## config.mk

```make
export PLATFORM = sky130hd
export DESIGN_NAME = up_exec
export DESIGN_NICKNAME = d
export VERILOG_FILES = /design/src/rtl/up_exec.sv
export SDC_FILE = /design/constraint.sdc
export NUM_CORES = 1
export LEC_CHECK = 0
export CORE_MARGIN = 2
export CORE_UTILIZATION = 53
export DETAILED_ROUTE_END_ITERATION = 12
export PLACE_DENSITY = 0.81
export SLEW_MARGIN = 5
export SYNTH_ARGS = -nofsm -noshare
export SYNTH_HDL_FRONTEND = slang
export SYNTH_SLANG_ARGS = --single-unit
```

## constraint.sdc

```tcl
create_clock -name clk -period 3.5 [get_ports clk]
set_input_delay 0.525 -clock clk [delete_from_list [all_inputs] [get_ports clk]]
set_output_delay 0.525 -clock clk [all_outputs]
set_load 0.02 [all_outputs]
```

## src/rtl/up_exec.sv

```systemverilog
// Decode/execute stage feeding the 4x8 dual-port register file: fetches
// operands through the file's read ports, runs the ALU and writes results back.
module up_exec #(
  parameter int DATA_W    = 8,
  parameter int RF_ADDR_W = 2
) (
  input  logic                 clk,
  input  logic                 nRst,
  input  logic                 instr_valid,
  input  logic [7:0]           instr_data,
  output logic                 instr_ready,
  output logic [RF_ADDR_W-1:0] rf_sel_out_a,
  output logic [RF_ADDR_W-1:0] rf_sel_out_b,
  input  logic [DATA_W-1:0]    rf_data_out_a,
  input  logic [DATA_W-1:0]    rf_data_out_b,
  output logic                 rf_we_a,
  output logic                 rf_we_b,
  output logic [RF_ADDR_W-1:0] rf_sel_write_a,
  output logic [RF_ADDR_W-1:0] rf_sel_write_b,
  output logic [DATA_W-1:0]    rf_data_in_a,
  output logic [DATA_W-1:0]    rf_data_in_b,
  output logic                 flag_z,
  output logic                 flag_c,
  output logic                 busy,
  output logic                 illegal
);

  localparam logic [1:0] IDLE = 2'd0;
  localparam logic [1:0] EXEC = 2'd1;
  localparam logic [1:0] IMM  = 2'd2;
  localparam logic [1:0] WB   = 2'd3;

  localparam logic [3:0] OP_NOP = 4'h0;
  localparam logic [3:0] OP_MOV = 4'h1;
  localparam logic [3:0] OP_ADD = 4'h2;
  localparam logic [3:0] OP_SUB = 4'h3;
  localparam logic [3:0] OP_AND = 4'h4;
  localparam logic [3:0] OP_OR  = 4'h5;
  localparam logic [3:0] OP_XOR = 4'h6;
  localparam logic [3:0] OP_CMP = 4'h7;
  localparam logic [3:0] OP_SHL = 4'h8;
  localparam logic [3:0] OP_SHR = 4'h9;
  localparam logic [3:0] OP_SWP = 4'hA;
  localparam logic [3:0] OP_LDI = 4'hB;

  logic [1:0] state;
  logic [7:0] ir;

  logic [3:0]           opcode;
  logic [RF_ADDR_W-1:0] rd;
  logic [RF_ADDR_W-1:0] rs;

  assign opcode = ir[7:4];
  assign rd     = ir[3:2];
  assign rs     = ir[1:0];

  assign rf_sel_out_a = rd;
  assign rf_sel_out_b = rs;
  assign instr_ready  = (state == IDLE) || (state == IMM);
  assign busy         = (state != IDLE);

  logic [DATA_W:0]   alu_wide;
  logic [DATA_W-1:0] alu_res;
  logic              alu_c;
  logic              upd_flags;
  logic              do_write;

  // SWP reuses alu_res for the port-A value (B); port B carries A directly.
  always_comb begin
    alu_wide  = '0;
    alu_res   = '0;
    alu_c     = 1'b0;
    upd_flags = 1'b0;
    do_write  = 1'b0;
    case (opcode)
      OP_MOV: begin
        alu_res  = rf_data_out_b;
        do_write = 1'b1;
      end
      OP_ADD: begin
        alu_wide  = {1'b0, rf_data_out_a} + {1'b0, rf_data_out_b};
        alu_res   = alu_wide[DATA_W-1:0];
        alu_c     = alu_wide[DATA_W];
        upd_flags = 1'b1;
        do_write  = 1'b1;
      end
      OP_SUB, OP_CMP: begin
        alu_wide  = {1'b0, rf_data_out_a} - {1'b0, rf_data_out_b};
        alu_res   = alu_wide[DATA_W-1:0];
        alu_c     = alu_wide[DATA_W];
        upd_flags = 1'b1;
        do_write  = (opcode == OP_SUB);
      end
      OP_AND: begin
        alu_res   = rf_data_out_a & rf_data_out_b;
        upd_flags = 1'b1;
        do_write  = 1'b1;
      end
      OP_OR: begin
        alu_res   = rf_data_out_a | rf_data_out_b;
        upd_flags = 1'b1;
        do_write  = 1'b1;
      end
      OP_XOR: begin
        alu_res   = rf_data_out_a ^ rf_data_out_b;
        upd_flags = 1'b1;
        do_write  = 1'b1;
      end
      OP_SHL: begin
        alu_res   = {rf_data_out_a[DATA_W-2:0], 1'b0};
        alu_c     = rf_data_out_a[DATA_W-1];
        upd_flags = 1'b1;
        do_write  = 1'b1;
      end
      OP_SHR: begin
        alu_res   = {1'b0, rf_data_out_a[DATA_W-1:1]};
        alu_c     = rf_data_out_a[0];
        upd_flags = 1'b1;
        do_write  = 1'b1;
      end
      OP_SWP: begin
        alu_res  = rf_data_out_b;
        do_write = 1'b1;
      end
      default: begin
      end
    endcase
  end

  always_ff @(posedge clk) begin
    if (!nRst) begin
      state          <= IDLE;
      ir             <= '0;
      rf_we_a        <= 1'b0;
      rf_we_b        <= 1'b0;
      rf_sel_write_a <= '0;
      rf_sel_write_b <= '0;
      rf_data_in_a   <= '0;
      rf_data_in_b   <= '0;
      flag_z         <= 1'b0;
      flag_c         <= 1'b0;
      illegal        <= 1'b0;
    end else begin
      rf_we_a <= 1'b0;
      rf_we_b <= 1'b0;
      illegal <= 1'b0;
      case (state)
        IDLE: begin
          if (instr_valid) begin
            ir      <= instr_data;
            state   <= (instr_data[7:4] == OP_LDI) ? IMM : EXEC;
            // Registered at accept so the pulse lines up with the EXEC cycle.
            illegal <= (instr_data[7:4] >= 4'hC);
          end
        end
        IMM: begin
          if (instr_valid) begin
            rf_data_in_a   <= instr_data;
            rf_sel_write_a <= rd;
            rf_we_a        <= 1'b1;
            state          <= WB;
          end
        end
        EXEC: begin
          if (upd_flags) begin
            flag_z <= (alu_res == '0);
            flag_c <= alu_c;
          end
          if (do_write) begin
            rf_we_a        <= 1'b1;
            rf_sel_write_a <= rd;
            rf_data_in_a   <= alu_res;
            if (opcode == OP_SWP) begin
              rf_we_b        <= (rd != rs);
              rf_sel_write_b <= rs;
              rf_data_in_b   <= rf_data_out_a;
            end
            state <= WB;
          end else begin
            state <= IDLE;
          end
        end
        default: state <= IDLE;
      endcase
    end
  end

endmodule

```

==> run_results.csv <==
group,metric,value,unit
yosys,yosysSeqAreaShare,0.2311,
floorplanning,start_util,0.5506,
sta,rsz0062_at_grt,"false",
sta,fin_crit_sh,0.8867,
route,routed_wl,8377,um
sta,max-slew-margin-rel,0.4698,
place,place_inst,491,
place,hpwlAfterDp,6338,um
floorplanning,die_h,79.63,um
sta,period_needed,3104,ps
place,port_buffers,57,
yosys,synthArstFlopShare,0,
floorplanning,die_area,6341,um2
yosys,synth_area_per_cell,8.150,um2
final_layout,final_cell_mix,"clkdlybuf4s50_1 (57), dfxtp_1 (35), nand2_1 (32)",
worst_setup_path,crit_path_start_kind,"primary input",
global_route,grt_pass1_wl,13530,um
route,met1_length,3548,um
clock_network,clockBufferDepth,2,
route,via_per_inst,5.932,
status,status,"finished, final reports clean",
sta,slew_violations,0,
route,num_vias,2960,
yosys,synthTopCellsByArea,"dfxtp_1 (23%), ha_1 (12%), mux2i_1 (8.3%)",
sta,hold_viol,0,
global_route,grtUsageTotal,0.2699,
sta,setup_tns,0,ps
yosys,netlist_instances,372,
final_layout,instances_no_fill,499,
clock_network,post_cts_resized,0,
clock_network,clk_pin_slew,70,ps
sta,max_freq,0.3222,GHz
route,first_iter_violations,237,
power_and_ir_drop,vdd_drop_max,287.1,uV
floorplanning,core,5507,um2
yosys,ys.flop_type,"dfxtp_1",
clock_network,worstSkewPairLatency,300,ps
route,routed.top_layer,"met4",
global_route,gr-total-overflow,0,
final_layout,area_growth,24.68,%
worst_setup_path,cp_data_arrival_time,3290,ps
sta,worst_slew_pin_slew,793.3,ps
yosys,syn_area,3032,um2
worst_setup_path,cp_top_family,"simple AND/OR/NAND/NOR gates",
worst_setup_path,critical_path.cell_chain,"clkdlybuf4s50_1 > ha_1 > inv_1 > fa_1 > or4b_2 > a21oi_1 > a2111oi_2 > and4_1 > and4_1 > nand4_1 > o31ai_2",
final_layout,layout_commonest_cell,"clkdlybuf4s50_1",
clock_network,cts_tree,"yes",
sta,final-setup-viol-count,0,
floorplanning,row_count,27,
global_route,antenna_found_initial,0,
route,dr.pass1.iters,5,
global_route,grt_max_degree,24,
yosys,synth-edff-count,0,
yosys,synth_nets,430,
route,met3_length,488,um
worst_setup_path,path_common_cell,"and4_1",
clock_network,clkSinkCount,35,
clock_network,cts_setup_buffers,0,
sta,timing.clock.skew,8.427,ps
power_and_ir_drop,leakage,1.502,nW
place,place_area,3667,um2
route,drcViolationCount,0,
worst_setup_path,critPathRequiredTime,3680,ps
worst_setup_path,crit_path_max_fanout,5,
worst_setup_path,path_class,"primary input to register",
floorplanning,die_w,79.63,um
yosys,synth_top_area_frac,0.2311,
place,gp_congestion,0.9301,
yosys,synth_seq_cells,35,
route,wl_per_cell,16.79,um
worst_setup_path,crit_buf_inv,2,
worst_setup_path,critPathMaxStageDelay,620,ps
final_layout,drive_gt1_frac,0.08197,
route,ant_nets,0,
worst_hold_path,hp-class,"register to register",
clock_network,hold_buffers,0,
final_layout,n_antenna_cell,0,
clock_network,cts_buffers,5,
floorplanning,io_pins,58,
worst_setup_path,cpMaxStageDelayCell,"or4b_2",
worst_setup_path,crit_path_end_kind,"register",
power_and_ir_drop,power_density,344.9,nW/um2
clock_network,htreeDepth,2,
final_layout,finalInstanceArea,3780,um2
final_layout,fin_nets,484,
yosys,ys.warnings.count,0,
yosys,yosysTopAreaCell,"dfxtp_1",
global_route,grt_pass1_vias,2850,
route,wl_met2,4173,um
run,maxCapViolations,0,
yosys,ys_types,61,
clock_network,clockRootBuffer,"clkbuf_8",
-- per-layer routing --
| layer | up-vias | GRT usage |
|---|---|---|
| met1 | 1401 | 0.3239 |
| li1 | 1427 | - |
| met3 | 17 | 0.04299 |
| met4 | 0 | 0.09655 |
| met5 | - | 0 |
| met2 | 115 | 0.4824 |
-- cells in the mapped netlist (4+ instances only) --
cell type and count:
and3_1 4, buf_2 7, buf_4 8, clkbuf_1 7, o22ai_1 5, nor2_1 20, nand3_1 7, a31oi_1 4
nor2b_1 24, nand2b_1 4, mux2i_1 25, a21boi_0 10, inv_1 30, a221oi_1 5, xnor2_1 4, a21oi_1 23
a21o_1 5, dfxtp_1 35, o21ai_0 14, nand2_1 32, and2_1 4, o21bai_1 5, ha_1 29, a221o_1 4
-- through the flow --
stage	hold slack [ps]	utilization	total power, mW	setup WS [ps]
after floorplan	481.1	-	0.7681	855.1
after global placement	437.1	0.6660	0.9225	186.5
after detailed placement	450.4	0.6660	0.9316	111.8
after CTS	467.1	0.6864	1.307	405.7
after global routing	478.4	0.6864	1.373	267.4
final	461.3	0.6864	1.304	396.5
-- area by class of cell --
type / instances / area, um2
clock buffers: 5 / 68.82
fillers: 462 / 1727
flip-flops and latches: 35 / 700.7
multi-input cells: 283 / 2088
inverters: 30 / 112.6
well taps: 72 / 90.09
repair buffers: 71 / 675.6
clock inverters: 3 / 43.79
-- registers in the layout (all words and copies together), names as in the netlist, 2 cells and up --
register / cells
ir: 8
rf_sel_write_b: 2
rf_sel_write_a: 2
rf_data_in_b: 8
rf_data_in_a: 8
state: 2
-- cells by family (layout without fill, tap and decap cells) --
| logic type | Yosys count | in the layout | synth area share |
|---|---|---|---|
| flops | 35 | 35 | 0.2311 |
| mux | 26 | 26 | 0.08749 |
| simple gates | 117 | 117 | 0.2109 |
| compound gates | 104 | 104 | 0.2410 |
| fa+ha+maj | 31 | 31 | 0.1329 |
| buf+inv | 54 | 109 | 0.08213 |
| xor+xnor | 5 | 5 | 0.01444 |
-- path summary, 6_finish.rpt --
check / start / end / slack [ps] / cells past startpoint
worst max-delay path: rf_data_out_a[0] / flag_z$_SDFFE_PN0P_ / 400 / 11
worst min-delay path: flag_c$_SDFFE_PN0P_ / flag_c$_SDFFE_PN0P_ / 460 / 1
worst max register to register: ir[5]$_SDFFE_PN0P_ / flag_z$_SDFFE_PN0P_ / 870 / 7
worst min register to register: flag_c$_SDFFE_PN0P_ / flag_c$_SDFFE_PN0P_ / 460 / 1
-- report_power, final --
group          leakage [nW]  switching (mW)  internal (mW)
Combinational          1.16           0.259          0.213
Sequential            0.284          0.0358          0.422
Clock                0.0581           0.162          0.212
-- worst register-to-register path: stages, from the launching register on --
cell and delay [ps]:
dfxtp_1 750, mux2_4 360, a32o_1 240, a2111oi_2 450, and4_1 250, and4_1 200
nand4_1 110, o31ai_2 190
Power figures use the tool's default switching activity.
